[src/rtl/sudoku_group_ctrl.sv]
// Sweep sequencer for one sudoku constraint group: read, mask, broadcast, latch.
// Optional SUDOKU_GROUP_ABORT_ON_CONFLICT_EN ends the sweep at the first conflict.
module sudoku_group_ctrl #(
   parameter  int N_CELLS = 9,
   localparam int IDX_W   = $clog2(N_CELLS)
) (
   input  logic               clk,
   input  logic               reset,
   input  logic               start,
   output logic               busy,
   output logic               done,
   output logic               progress,
   output logic               conflict,
   output logic               all_solved,
   output logic [8:0]         used_mask,
   output logic [N_CELLS-1:0] cell_oe,
   output logic [N_CELLS-1:0] cell_we,
   output logic               cell_address,
   output logic               bus_drive,
   output logic [8:0]         bus_out,
   input  logic [8:0]         bus_in,
   output logic               latch_singleton,
   input  logic [N_CELLS-1:0] is_singleton,
   input  logic [N_CELLS-1:0] solved
);

`ifdef SUDOKU_GROUP_ABORT_ON_CONFLICT_EN
   localparam bit ABORT_EN = 1'b1;
`else
   localparam bit ABORT_EN = 1'b0;
`endif

   typedef enum logic [2:0] {
      S_IDLE,
      S_READ,
      S_WRITE,
      S_LATCH,
      S_DONE
   } state_t;

   state_t           state;
   logic [IDX_W-1:0] idx;
   logic [8:0]       used;
   logic [8:0]       nxt_used;
   logic             bad;

   assign used_mask = used;

   // Classify the value on the bus: malformed or already-used digit is a conflict
   always_comb begin
      nxt_used = used | bus_in;
      bad      = 1'b0;
      if (bus_in != 9'd0) begin
         if ((bus_in & (bus_in - 9'd1)) != 9'd0) bad = 1'b1;
         if ((bus_in & used) != 9'd0) bad = 1'b1;
      end
   end

   // Sweep FSM; every output is registered and set up one state ahead
   always_ff @(posedge clk) begin
      if (!reset) begin
         state           <= S_IDLE;
         idx             <= '0;
         used            <= '0;
         busy            <= 1'b0;
         done            <= 1'b0;
         progress        <= 1'b0;
         conflict        <= 1'b0;
         all_solved      <= 1'b0;
         cell_oe         <= '0;
         cell_we         <= '0;
         cell_address    <= 1'b0;
         bus_drive       <= 1'b0;
         bus_out         <= '0;
         latch_singleton <= 1'b0;
      end else begin
         unique case (state)
            S_IDLE: begin
               if (start) begin
                  used       <= '0;
                  conflict   <= 1'b0;
                  progress   <= 1'b0;
                  all_solved <= 1'b0;
                  idx        <= '0;
                  busy       <= 1'b1;
                  cell_oe    <= N_CELLS'(1);
                  state      <= S_READ;
               end
            end
            S_READ: begin
               used <= nxt_used;
               if (bad) conflict <= 1'b1;
               if (bad && ABORT_EN) begin
                  cell_oe <= '0;
                  busy    <= 1'b0;
                  done    <= 1'b1;
                  state   <= S_DONE;
               end else if (idx == IDX_W'(N_CELLS - 1)) begin
                  cell_oe      <= '0;
                  cell_we      <= '1;
                  cell_address <= 1'b1;
                  bus_drive    <= 1'b1;
                  bus_out      <= ~nxt_used;
                  state        <= S_WRITE;
               end else begin
                  idx     <= idx + IDX_W'(1);
                  cell_oe <= cell_oe << 1;
               end
            end
            S_WRITE: begin
               cell_we         <= '0;
               cell_address    <= 1'b0;
               bus_drive       <= 1'b0;
               bus_out         <= '0;
               latch_singleton <= 1'b1;
               state           <= S_LATCH;
            end
            S_LATCH: begin
               latch_singleton <= 1'b0;
               progress        <= |(is_singleton & ~solved);
               all_solved      <= &solved;
               busy            <= 1'b0;
               done            <= 1'b1;
               state           <= S_DONE;
            end
            S_DONE: begin
               done  <= 1'b0;
               state <= S_IDLE;
            end
            default: state <= S_IDLE;
         endcase
      end
   end

endmodule

[config.mk]
export PLATFORM = sky130hd
export DESIGN_NAME = sudoku_group_ctrl
export DESIGN_NICKNAME = d
export VERILOG_FILES = /design/src/rtl/sudoku_group_ctrl.sv
export SDC_FILE = /design/constraint.sdc
export NUM_CORES = 1
export LEC_CHECK = 0
export CORE_MARGIN = 2
export CORE_UTILIZATION = 35
export CTS_CLUSTER_DIAMETER = 120
export DETAILED_ROUTE_END_ITERATION = 10
export PLACE_DENSITY_LB_ADDON = 0.2
export SYNTH_ARGS = -nofsm -noshare
export SYNTH_HDL_FRONTEND = slang
export SYNTH_SLANG_ARGS = --single-unit
[constraint.sdc]
create_clock -name clk -period 1.6 [get_ports clk]
set_input_delay 0.16 -clock clk [delete_from_list [all_inputs] [get_ports clk]]
set_output_delay 0.16 -clock clk [all_outputs]
set_load 0.01 [all_outputs]
Word level (Yosys, flattened, before mapping)
Cells that the tools add are included.

Equality and inequality tests: 9. $add $sub $neg: 2. Multiplexer cells: 29. Bitwise gates (word level): 6. Reductions and logical operators: 17.

Operators by type and width (count): 9-bit case mux with 2 select lines (4); 9-bit 2-to-1 mux (5); 9-bit AND (3); 9-bit nonzero test (3); 9-bit inverter (2); 1-bit case mux with 2 select lines (7); 3-bit case mux with 4 select lines (1); 2-bit nonzero test (5); 9-bit bitwise OR (1); 9-bit AND reduction (1); 9-bit OR reduction (1); 9-bit by 1-bit subtractor with 9-bit output (second input constant) (1); 4-bit 2-to-1 mux (2); 2-bit inequality test (second input constant) (4); 4-bit case mux with 2 select lines (1); 2-bit AND reduction (4); 1-bit 2-to-1 mux (7); 3-bit by 2-bit == test with 1-bit output (second input constant) (2); 3-bit 2-to-1 mux (2); 3-bit AND reduction (2); 4-bit by 1-bit adder with 4-bit output (second input constant) (1); 4-bit == test (second input constant) (1); 3-bit by 1-bit == test with 1-bit output (second input constant) (1); 3-bit == test (second input constant) (1); 3-bit zero test (1).

Bits in registers: 50. Logic and storage cells: 76. Input bits: 30.

Logic depth before layout (Yosys ltp)
Depth after elaboration: 8. Gate-level depth with buffers: 7. Mapped depth without buffers: 6.

Least setup slack after synthesis
Ideal clock, no wire load.

Path type: register to register. From: register state[0]. To: register bus_out[1]. Library setup time: 70 ps. Path slack: 130 ps. Required time: 1530 ps. Cell stages (with the launch flop): 6. Buffers on the path: 1. Data arrival time: 1400 ps. Cells stage by stage: dfxtp_1 nor3b_4 nand4b_1 buf_2 or3_1 a21oi_1.

Longest elaborated chain between the ends: 3. Elaborated cells between the ends (all ways): 6. Those cells by class: eq/ne (3); mux (1); reduce/logical (2).

Ends and longest elaborated chain: start, declared (RTL line 41) `state_t state;`; start signal, assigned (RTL line 62) `state <= S_IDLE;`; start signal, assigned (RTL line 87) `state <= S_READ;`; start signal, assigned (RTL line 97) `state <= S_DONE;`; 3-bit by 1-bit == test with 1-bit output / 3-bit by 2-bit == test with 1-bit output (equally long branches) (RTL line 77) `unique case (state)`; 2-bit inequality test (no source line) / 2-bit nonzero test (equally long branches); 2-bit AND reduction (no source line); end signal, assigned (RTL line 103) `bus_out <= ~nxt_used;`; end, declared (RTL line 20) `output logic [8:0] bus_out,`.

Several ways; a longest one is shown, not always the timed one. A chain may end at the register's enable or synchronous reset.

Worst setup path in the final report
From: register idx[0]. To: register bus_out[5].

Longest elaborated chain between the ends: 3.

Ends and longest elaborated chain: start, declared (RTL line 42) `logic [IDX_W-1:0] idx;`; start signal, assigned (RTL line 106) `idx <= idx + IDX_W'(1);`; 4-bit == test (RTL line 98) `end else if (idx == IDX_W'(N_CELLS - 1)) begin`; 2-bit inequality test (no source line); 2-bit AND reduction (no source line).

No other way between the ends.

==> out/qor.csv <==
metric;value;unit
status;finished, final reports clean;
endpoints failing setup;0;
crit-path max FO;8;
Peak Freq;679;MHz
Crit. End Element;flop;
Total GRT Usage;15.8;%
post-CTS setup buffer count;0;
GP Congestion;0.822;
Buf+Inv Stages, Crit Path;2;
pin count of the biggest net entering global routing;14;
family with the most delay on the worst path;simple AND/OR/NAND/NOR gates;
Mapped Nets;243;
Final nets;325;
Max rail drop VDD;0.652;mV
fillers;465;
DP Area;2620;um2
Final period util;92.0;%
initial antenna violation count;0;
leading post-synthesis cells by cell area;dfxtp_1 (47%), a21oi_1 (7.7%), nor2_1 (5.8%);
Initial DRC Count;69;
Syn Area/Cell;8.31;um2
die area;5590;um2
global routing usage on met2;24.9;%
number of cell rows;25;
DRC;0;
met3 Use GR;4.15;%
post-synthesis sequential area ratio;46.8;%
Antenna Cells;0;
layout cells sized above 1;10.5;%
Gate power share;13.1;%
max_slew headroom;73.8;%
design area;2740;um2
post-synth top area cell;dfxtp_1;
Post-DRT Antenna Nets;0;
max incr delay on CP;0.35;ns
vias in the first global route;1515;
share of the synthesized area in the top cell type;46.8;%
die width;74.8;um
yosys warns;0;
drt pass-1 iters;5;
Slew @ Worst Pin;0.388;ns
Leakage;1.00;nW
FF+latch count, synth;41;
Area Overhead vs Synth;56.3;%
Longest Clk Path Bufs;2;
hold slack;0.452;ns
Core Region;4790;um2
Data required, critical path;1.82;ns
Max Transition Viols Final;0;
library cells used by synthesis;31;
cell-internal power;0.00171;W
Num Clock Sinks;41;
CP max-delay cell;or3_1;
# Max-Cap Violations;0;
Ports;74;
Syn Inst Count;211;
clk slew on worst S/H paths;0.08;ns
final worst slack;0.128;ns
Detail Placement HPWL;3390;um
clock root cell;clkbuf_8;
total net switching power;0.000500;W
pre-CTS setup slack;-0.00801;ns
Worst Clk Skew;0.00401;ns
Flop pwr share;47.8;%
Clock power frac;39.2;%
RSZ-0062 raised after global routing;true;
kind of critical path;reg2reg;
via count;1762;
final wirelength;4420;um
Critical Path Start Type;flop;
gr busiest metal;met2;
TritonCTS buffer count;5;
CTS tree;built;
minimum clock period;1.47;ns
CP Cell Sequence;inv_1 -> ha_1 -> nand4b_1 -> buf_4 -> or3_1 -> a21oi_1;
PwrDens;806;nW/um2
worst path arrival time;1.69;ns
Die H;74.8;um
WL per Instance;12.3;um
vias per inst;4.88;
Initial Util;36.7;%
met1 Track Usage GR;21.8;%
total power;0.00221;W
Hold WC Path Type;reg2reg;
first-pass GRT wire length;6870;um
H-Tree Depth;2;
clk_lat worst skew;0.29;ns
global route overflow;0;
Port Buffer Count;73;
Post-Syn Area;1750;um2
final hold vios;0;
Sw Share;22.6;%
-- path summary, 6_finish.rpt --
path | start | endpoint | slack, ns | cells past startpoint
worst min-delay path | bus_out[1]$_SDFFE_PN0P_ | bus_out[1]$_SDFFE_PN0P_ | 0.45 | 2
worst min register to register | bus_out[1]$_SDFFE_PN0P_ | bus_out[1]$_SDFFE_PN0P_ | 0.45 | 2
worst max register to register | idx[0]$_SDFFE_PN0P_ | bus_out[5]$_SDFFE_PN0P_ | 0.13 | 6
worst max-delay path | idx[0]$_SDFFE_PN0P_ | bus_out[5]$_SDFFE_PN0P_ | 0.13 | 6
-- placed cells by master, fill, tap and decap left out, drive strengths merged --
master and instances:
nor4 4, a22oi 9, bufinv 1, inv 14, clkinvlp 1, or3 9
nand3 11, nand4 3, ha 2, a221oi 1, dfxtp 41, clkbuf 6
o22ai 4, nor3b 1, a31oi 1, xor2 2, or4 1, nand2 15
buf 19, and2b 1, a21oi 27, clkdlybuf4s50 73, o21ai 5, nor4b 1
nand4b 1, and2 2, a222oi 2, nand2b 2, nor2 27, nor3 2
o211ai 2, nand3b 2, a211oi 2
-- per-layer routing --
metal | wire [um] | part of all wire (%)
met1 | 2190 | 50
met5 | 0 | 0
met3 | 205 | 4.6
met2 | 1980 | 45
met4 | 46 | 1.0
-- synthesized netlist by cell type --
cell	instances
a211oi_1	2
a21oi_1	27
a221oi_1	1
a222oi_1	2
a22oi_1	9
a31oi_1	1
and2_1	2
and2b_1	1
buf_2	4
buf_4	10
clkbuf_1	3
dfxtp_1	41
ha_1	2
inv_1	14
nand2_1	15
nand2b_1	2
nand3_1	11
nand3b_1	2
nand4_1	3
nand4b_1	1
nor2_1	27
nor3_1	2
nor3b_4	1
nor4_1	4
nor4b_1	1
o211ai_1	2
o21ai_0	5
o22ai_1	4
or3_1	9
or4_1	1
xor2_1	2
-- cell type report --
| cell class | count | area (um2) | area share, % |
|---|---|---|---|
| timing repair buffer | 92 | 886 | 32.3 |
| sequential | 41 | 823 | 30.0 |
| multi-input combinational | 139 | 776 | 28.3 |
| tap | 67 | 83.8 | 3.06 |
| clock buffer | 6 | 82.6 | 3.01 |
| inverter | 14 | 52.6 | 1.92 |
| clock inverter | 2 | 37.5 | 1.37 |
-- flip-flops by register name, summed over array words and instances (netlist names), 3 cells and up --
register and flops:
bus_out 9, used_mask 9, idx 4, cell_oe 9, state 3
-- timing repair --
action,in CTS,in global routing
hold buffers,0,0
resized for setup,0,3
setup endpoints to repair,0,20
-- through the flow --
step	setup TNS, ns	instances	utilization, %
after floorplan	0	211	-
after detailed placement	-0.0298	353	54.7
final	0	361	57.3
after global placement	0	353	54.7
after global routing	-0.00550	361	57.3
after CTS	0	361	57.2
-- power by group through the flow --
stage	Sequential [W]	Clock, W	Combinational (W)
6_report	0.00106	0.000866	0.000289
5_1_grt	0.00106	0.000932	0.000314
4_1_cts	0.00106	0.000891	0.000290
3_5_place_dp	0.00108	0	0.000289
3_3_place_gp	0.00108	0	0.000287
2_1_floorplan	0.00109	0	0.0000982
-- worst register-to-register path, cell delays in order, from the launching register on --
cell and delay (ns):
dfxtp_1 0.34, inv_1 0.08, ha_1 0.17, nand4b_1 0.13, buf_4 0.18, or3_1 0.35, a21oi_1 0.15
-- logic make-up (layout without fill, tap and decap cells) --
group | after synthesis | count (layout) | share of synthesized area, %
AOI/OAI and AO/OA | 53 | 53 | 18.1
xor gates and xnor gates | 2 | 2 | 0.999
adders and majority gates | 2 | 2 | 1.43
buffers and inverters | 31 | 114 | 9.06
DFF | 41 | 41 | 46.8
and+or+nand+nor | 82 | 82 | 23.6
No activity file was read; power rests on OpenSTA's default activity.
